## src/rtl/rtf65002_ibuf.sv

```systemverilog
// Instruction prefetch byte queue: fetches aligned words over a Wishbone-style port and presents 8 bytes at PC.
// Optional RTF65002_IBUF_PERF_EN adds starve_cnt_o (cycles decode wanted bytes while the queue was not ready).
module rtf65002_ibuf #(
  parameter int unsigned DEPTH      = 16,
  parameter int unsigned MAXLEN     = 7,
  parameter logic [31:0] RESET_ADDR = 32'hFFFFFFF0
) (
  input  logic        clk_i,
  input  logic        rst_ni,
  output logic        cyc_o,
  output logic        stb_o,
  output logic [31:0] adr_o,
  input  logic [31:0] dat_i,
  input  logic        ack_i,
  input  logic        flush_i,
  input  logic [31:0] flush_pc_i,
  input  logic        consume_i,
  input  logic [3:0]  cnt_i,
  output logic        rdy_o,
  output logic [31:0] pc_o,
  output logic [63:0] ibytes_o,
  output logic [4:0]  level_o
`ifdef RTF65002_IBUF_PERF_EN
  ,
  output logic [31:0] starve_cnt_o
`endif
);

  localparam int unsigned AW = $clog2(DEPTH);
  localparam int unsigned LW = AW + 1;

  typedef enum logic [1:0] {IDLE, FETCH, DRAIN} state_e;

  state_e          state_q, state_d;
  logic [LW-1:0]   level_q, level_d;
  logic [AW-1:0]   head_q, head_d;
  logic [AW-1:0]   tail_q, tail_d;
  logic [31:0]     pc_q, pc_d;
  logic [31:0]     fadr_q, fadr_d;
  logic [31:0]     adr_q, adr_d;
  logic [1:0]      skip_q, skip_d;
  logic            rdy_q, rdy_d;
  logic [7:0]      mem_q [DEPTH];

  logic            take;
  logic            accept;
  logic [2:0]      nbytes;
  logic [31:0]     dat_sh;

  always_comb begin
    take    = (state_q == FETCH) && ack_i && !flush_i;
    accept  = consume_i && rdy_q && (32'(cnt_i) <= MAXLEN);
    nbytes  = 3'd4 - {1'b0, skip_q};
    dat_sh  = dat_i >> {skip_q, 3'b000};

    level_d = level_q;
    head_d  = head_q;
    tail_d  = tail_q;
    pc_d    = pc_q;
    fadr_d  = fadr_q;
    skip_d  = skip_q;

    if (flush_i) begin
      level_d = '0;
      head_d  = tail_q;
      pc_d    = flush_pc_i;
      fadr_d  = {flush_pc_i[31:2], 2'b00};
      skip_d  = flush_pc_i[1:0];
    end else begin
      if (take) begin
        tail_d = tail_q + AW'(nbytes);
        fadr_d = fadr_q + 32'd4;
        skip_d = '0;
      end
      if (accept) begin
        head_d = head_q + AW'(cnt_i);
        pc_d   = pc_q + 32'(cnt_i);
      end
      level_d = level_q + (take ? LW'(nbytes) : '0) - (accept ? LW'(cnt_i) : '0);
    end
    rdy_d = (32'(level_d) >= MAXLEN);

    state_d = state_q;
    case (state_q)
      IDLE:  if (!flush_i && (DEPTH - 32'(level_q)) >= 32'd4) state_d = FETCH;
      FETCH: begin
        if (flush_i)    state_d = ack_i ? IDLE : DRAIN;
        else if (ack_i) state_d = ((DEPTH - 32'(level_d)) >= 32'd4) ? FETCH : IDLE;
      end
      DRAIN: if (ack_i) state_d = IDLE;
      default: state_d = IDLE;
    endcase

    // The bus address is frozen while a cycle is outstanding (including a drain);
    // otherwise it tracks the fetch pointer so a new cycle starts at the right word.
    adr_d = ((state_q != IDLE) && !ack_i) ? adr_q : fadr_d;
  end

  always_ff @(posedge clk_i or negedge rst_ni) begin
    if (!rst_ni) begin
      state_q <= IDLE;
      level_q <= '0;
      head_q  <= '0;
      tail_q  <= '0;
      pc_q    <= RESET_ADDR;
      fadr_q  <= {RESET_ADDR[31:2], 2'b00};
      adr_q   <= {RESET_ADDR[31:2], 2'b00};
      skip_q  <= RESET_ADDR[1:0];
      rdy_q   <= 1'b0;
    end else begin
      state_q <= state_d;
      level_q <= level_d;
      head_q  <= head_d;
      tail_q  <= tail_d;
      pc_q    <= pc_d;
      fadr_q  <= fadr_d;
      adr_q   <= adr_d;
      skip_q  <= skip_d;
      rdy_q   <= rdy_d;
    end
  end

  always_ff @(posedge clk_i) begin
    if (take) begin
      for (int unsigned i = 0; i < 4; i++) begin
        if (i < 32'(nbytes)) mem_q[tail_q + AW'(i)] <= dat_sh[8*i +: 8];
      end
    end
  end

  always_comb begin
    ibytes_o = '0;
    for (int unsigned i = 0; i < 8; i++) begin
      ibytes_o[8*i +: 8] = mem_q[head_q + AW'(i)];
    end
  end

  assign cyc_o   = (state_q != IDLE);
  assign stb_o   = cyc_o;
  assign adr_o   = adr_q;
  assign pc_o    = pc_q;
  assign rdy_o   = rdy_q;
  assign level_o = 5'(level_q);

`ifdef RTF65002_IBUF_PERF_EN
  logic [31:0] starve_q;

  always_ff @(posedge clk_i or negedge rst_ni) begin
    if (!rst_ni) begin
      starve_q <= '0;
    end else if (consume_i && !rdy_q && (starve_q != '1)) begin
      starve_q <= starve_q + 32'd1;
    end
  end

  assign starve_cnt_o = starve_q;
`endif

endmodule

```

## config.mk

```make
export PLATFORM = sky130hd
export DESIGN_NAME = rtf65002_ibuf
export DESIGN_NICKNAME = d
export VERILOG_FILES = /design/src/rtl/rtf65002_ibuf.sv
export SDC_FILE = /design/constraint.sdc
export NUM_CORES = 1
export LEC_CHECK = 0
export CORE_MARGIN = 3
export CORE_UTILIZATION = 53
export DETAILED_ROUTE_END_ITERATION = 7
export HOLD_SLACK_MARGIN = 0.06
export PLACE_DENSITY = 0.75
export SLEW_MARGIN = 20
export SYNTH_ARGS = -nofsm -noshare
export SYNTH_HDL_FRONTEND = slang
export SYNTH_SLANG_ARGS = --single-unit
```

## constraint.sdc

```tcl
create_clock -name clk_i -period 10.1 [get_ports clk_i]
set_input_delay 1.01 -clock clk_i [delete_from_list [all_inputs] [get_ports clk_i]]
set_output_delay 1.01 -clock clk_i [all_outputs]
set_load 0.02 [all_outputs]
```

**Word level (Yosys, flattened, before mapping)**

Memories as Yosys holds them, arrays and structs flattened.
Index checks and enable logic that the tools add are counted.

- Bits in registers: 114
- Bits in latches: 0
- RAM bits: 128
- ROM bits: 0
- Logic and storage cells: 88
- Memories kept: 1

- Add/sub/neg operators: 19
- Multiply operators: 0
- Div/mod/pow operators: 0
- Order comparisons: 8
- Equal/unequal tests: 5
- Shift-type cells: 1
- Muxes and demuxes: 30
- Bitwise logic cells: 1
- Reduce and logical (&&, ||, !) cells: 14

Memories:

| name | depth | width | rd ports | clocked after Yosys merged registers in | write ports | line | RTL |
|---|---|---|---|---|---|---|---|
| mem_q | 16 | 8 | 8 | 0 | 4 | 43 | `logic [7:0] mem_q [DEPTH];` |

Operators with widths:

| operator | number |
|---|---|
| 2-to-1 mux 32 bit | 4 |
| greater-or-equal comparator 32 x 3 -> 1 bit, second input constant | 2 |
| adder 32 x 3 -> 32 bit, second input constant | 1 |
| adder 32 x 4 -> 32 bit | 1 |
| >> shifter 32 x 5 -> 32 bit | 1 |
| adder 4 x 2 -> 4 bit, second input constant | 4 |
| adder 4 x 3 -> 4 bit, second input constant | 4 |
| 2-to-1 mux 2 bit | 7 |
| 2-to-1 mux 1 bit | 13 |
| 2-to-1 mux 4 bit | 3 |
| subtractor 5 x 5 -> 6 bit, first input constant | 2 |
| adder 4 x 1 -> 4 bit, second input constant | 2 |
| logical AND 1 bit | 6 |
| < comparator 1 x 3 -> 1 bit, first input constant | 2 |
| < comparator 2 x 3 -> 1 bit, first input constant | 2 |
| case mux 2 bit (3 select lines) | 1 |
| nonzero test 2 bit | 3 |
| adder 5 x 3 -> 5 bit | 1 |
| greater-or-equal comparator 5 x 3 -> 1 bit, second input constant | 1 |
| 2-to-1 mux 5 bit | 1 |
| subtractor 5 x 4 -> 5 bit | 1 |
| adder 4 x 3 -> 4 bit | 1 |
| adder 4 bit | 1 |
| <= comparator 4 x 3 -> 1 bit, second input constant | 1 |
| other kinds (11) | 13 |

**Depth between registers and ports, before layout**

- Depth in word-level cells: 13
- Depth in mapped cells: 14

**Least setup slack after synthesis**

OpenSTA, ideal clock, no wires.

- Path kind: reg2out
- From: register head_q[1]
- To: output ibytes_o[11]
- Data arrival time: 3.420 ns
- Path slack: 5.670 ns
- Cell stages (with the launch flop): 10
- Buffers on the path: 5
- Cell sequence: dfrtp_1 > buf_2 > buf_2 > buf_1 > inv_1 > ha_1 > clkbuf_1 > buf_1 > mux4_2 > mux4_1

- Longest elaborated chain between the ends: 2

Ends and longest elaborated chain:

| item | line | RTL |
|---|---|---|
| start, declared | 36 | `logic [AW-1:0] head_q, head_d;` |
| start signal, assigned | 103 | `head_q <= '0;` |
| start signal, assigned | 113 | `head_q <= head_d;` |
| adder 4 x 1 -> 4 bit | 134 | `ibytes_o[8*i +: 8] = mem_q[head_q + AW'(i)];` |
| memory (16 x 8 bit) | n/a |  |
| end, declared | 21 | `output logic [63:0] ibytes_o,` |

Every way passes these cells.

**Worst setup path in the final report**

- From: register head_q[0]
- To: output ibytes_o[12]

The elaborated chain is that of the path after synthesis.

==> impl_metrics.yaml <==
timing:
  finClkSkew_ps: 21.3
  fin_hold_ws_ps: 476
  hold_viol_final: 0
  fin_crit_ps: 5180
  finalSetupTns_ps: 0
  finalMaxSlewViolations: 0
  rsz0062_at_grt: "no"
  fin_crit_sh_pct: 51.3
  finalSetupViolations: 0
  max_slew_margin_pct: 16.9
  worstMarginPinSlew_ps: 1220
  fmax_mhz: 193
clock_tree:
  clk_pin_slew_ps: 60
  clk_path_buf_depth: 3
  cts_buffers: 26
  cts_sinks: 242
  clock_latency_ps: 550
  htreeDepth: 1
  post_cts_buffers: 0
  ctsResizeCount: 0
  cts-hold-fix-buffers: 0
  clockRootBuffer: "clkbuf_16"
  tritoncts: "built"
synth:
  syn_area_mm2: 0.0196
  synth_warnings: 0
  synth_top_cell_area_share_pct: 21.0
  yosys.area.top_type: "mux4_2"
  synth_edf_count: 128
  postSynthAreaPerCell_um2: 10.6
  yosysSeqAreaShare_pct: 34.6
  synth_nets: 1967
  synth.area.top_cells: "mux4_2, edfxtp_1, dfstp_2"
  synthCells: 1859
  synth_seq_cells: 242
  ys.flop_type: "edfxtp_1"
  async_flop_share_pct: 47.1
  synth.most_common_cell: "nor2_1"
  synth_cell_types: 76
  synthTopCellsByCount: "nor2_1, mux4_2, a21oi_1, edfxtp_1, nand2_1"
final_layout:
  layout.nets: 2087
  nFillCells: 2849
  drive_above_1_share_pct: 22.3
  area.growth.synth_to_final_pct: 16.7
place:
  hpwl_um: 57200
  place_congestion: 0.979
  numPortBuffers: 208
pwr:
  swShare_pct: 44.3
  p_per_area_mw_per_mm2: 301
  pwr-share-seq_pct: 21.1
  p_leak_nw: 7.94
  ir_worst_vdd_mv: 0.200
  internal-power_mw: 3.85
  power.switching_mw: 3.05
  clockPowerShare_pct: 14.0
  pwr-share-comb_pct: 64.9
  power.total_mw: 6.90
critical_path:
  required_ps: 9090
  cp_max_fo: 64
  worstSetupPathType: "flip-flop to output port"
  cp_cell_sequence: "inv_1 > ha_2 > buf_4 > mux4_2 > mux4_2 > clkdlybuf4s50_1"
  crit_path_max_incr_delay_ps: 880
  slowest_stage: "dfrtp_4"
  cp-start-kind: "flip-flop"
  r2r_start: "state_q[1]"
  critPathCaptureType: "output port"
  crit_path_frequent_cell: "mux4_2"
  startpoint: "head_q[0]"
  cp.buffers_inverters: 3
  arrival_ps: 4170
  crit_family: "buffers and inverters"
worst_hold_path:
  min-delay-start: "adr_o[8]"
  hold_path.class: "flip-flop to flip-flop"
grt:
  grt_pass1_vias: 16500
  grt_max_degree: 73
  overflow: 0
  grt_pass1_wl_um: 112000
  antenna_found_initial: 5
  grt.total_usage_pct: 38.5
route:
  num_vias: 18200
  detail-route-antenna-nets: 0
  wl_per_cell_um: 31.4
  drc: 0
  routed_via_density: 7.37
  drt-initial-drc-count: 3440
  dr.pass1.iters: 7
  wl_um: 77300
floorplan:
  num_rows: 69
  die_w_um: 199
  ios: 209
  die-area_mm2: 0.0394
  die_h_um: 199
  core-area_mm2: 0.0361
  start_util_pct: 54.4
flow_run:
  drv_cap: 0
run_status:
  outcome: "finished, final reports clean"
==> flip-flops by register name, summed over array words and instances, names as in the netlist <==
signal   flops
tail_q       4
rdy_o        1
state_q      2
mem_q      128
fadr_q      32
adr_o       32
pc_o        32
level_o      5
skip_q       2
head_q       4
==> cell type report <==
cell class | count | area [um^2] | share of cell area [%]
Clock buffer | 30 | 666 | 2.91
Sequential cell | 242 | 6810 | 29.7
Clock inverter | 17 | 186 | 0.814
Inverter | 34 | 128 | 0.557
Multi-Input combinational cell | 1438 | 12200 | 53.4
Antenna cell | 4 | 10.0 | 0.0437
Tap cell | 461 | 577 | 2.52
Timing Repair Buffer | 237 | 2310 | 10.1
==> placed cells by master (no fill, tap or decap), types with 28 or more instances in the layout <==
| cell type | n |
|---|---|
| a21oi_1 | 163 |
| a221oi_1 | 125 |
| buf_4 | 28 |
| clkdlybuf4s50_1 | 206 |
| dfrtp_1 | 28 |
| dfstp_2 | 84 |
| edfxtp_1 | 128 |
| ha_1 | 28 |
| inv_1 | 31 |
| mux2i_1 | 35 |
| mux4_2 | 183 |
| nand2_1 | 127 |
| nand3_1 | 36 |
| nand4_1 | 31 |
| nor2_1 | 289 |
| o21ai_0 | 61 |
| xnor2_1 | 29 |
| xor2_1 | 29 |
==> power groups by stage <==
| stage | combinational (mW) | sequential [mW] | clock, mW |
|---|---|---|---|
| final | 4.48 | 1.45 | 0.967 |
| after global routing | 4.68 | 1.47 | 1.01 |
| after CTS | 4.40 | 1.47 | 0.969 |
| after detailed placement | 4.40 | 1.48 | 0 |
| after global placement | 4.34 | 1.48 | 0 |
| after floorplan | 2.87 | 1.38 | 0 |
==> worst min-delay path: cells and delay by family (launching register included) <==
kind / cells / cell delay [ps]
flops: 1 / 370
simple gates: 1 / 50
compound gates: 1 / 60
==> per-layer routing <==
metal	part of all wire [%]	track usage, %
met1	37	55.6
met2	42	55.7
met3	16	12.2
met4	4.8	13.0
met5	0.030	0
==> final timing paths <==
| path | slack, ps | cells past startpoint | end |
|---|---|---|---|
| worst max register to register | 6250 | 10 | state_q[0] |
| worst max-delay path | 4920 | 6 | ibytes_o[12] |
| worst min register to register | 480 | 2 | adr_o[8] |
| worst min-delay path | 480 | 2 | adr_o[8] |
| max in group asynchronous | 8260 | 2 | head_q[0] |
| min in group asynchronous | 520 | 1 | fadr_q[1] |
==> kinds of logic after synthesis <==
family,count (synthesis),share of synthesized area [%]
other cells,1,0.0191
mux,241,24.1
buf+inv,179,3.87
flops,242,34.6
simple gates,652,16.6
xor+xnor,66,3.02
compound gates,443,15.2
fa+ha+maj,35,2.46
==> metrics by stage <==
stage,instances,instance area [um^2],setup WS [ps],utilization (%)
2_1_floorplan,1859,19600,5670,-
3_3_place_gp,2411,22000,5170,61.0
3_5_place_dp,2411,22000,5130,61.0
4_1_cts,2458,22900,4540,63.4
5_1_grt,2459,22900,4720,63.5
6_report,2463,22900,4920,63.5
Note: power is estimated with default switching activity, not from simulation.
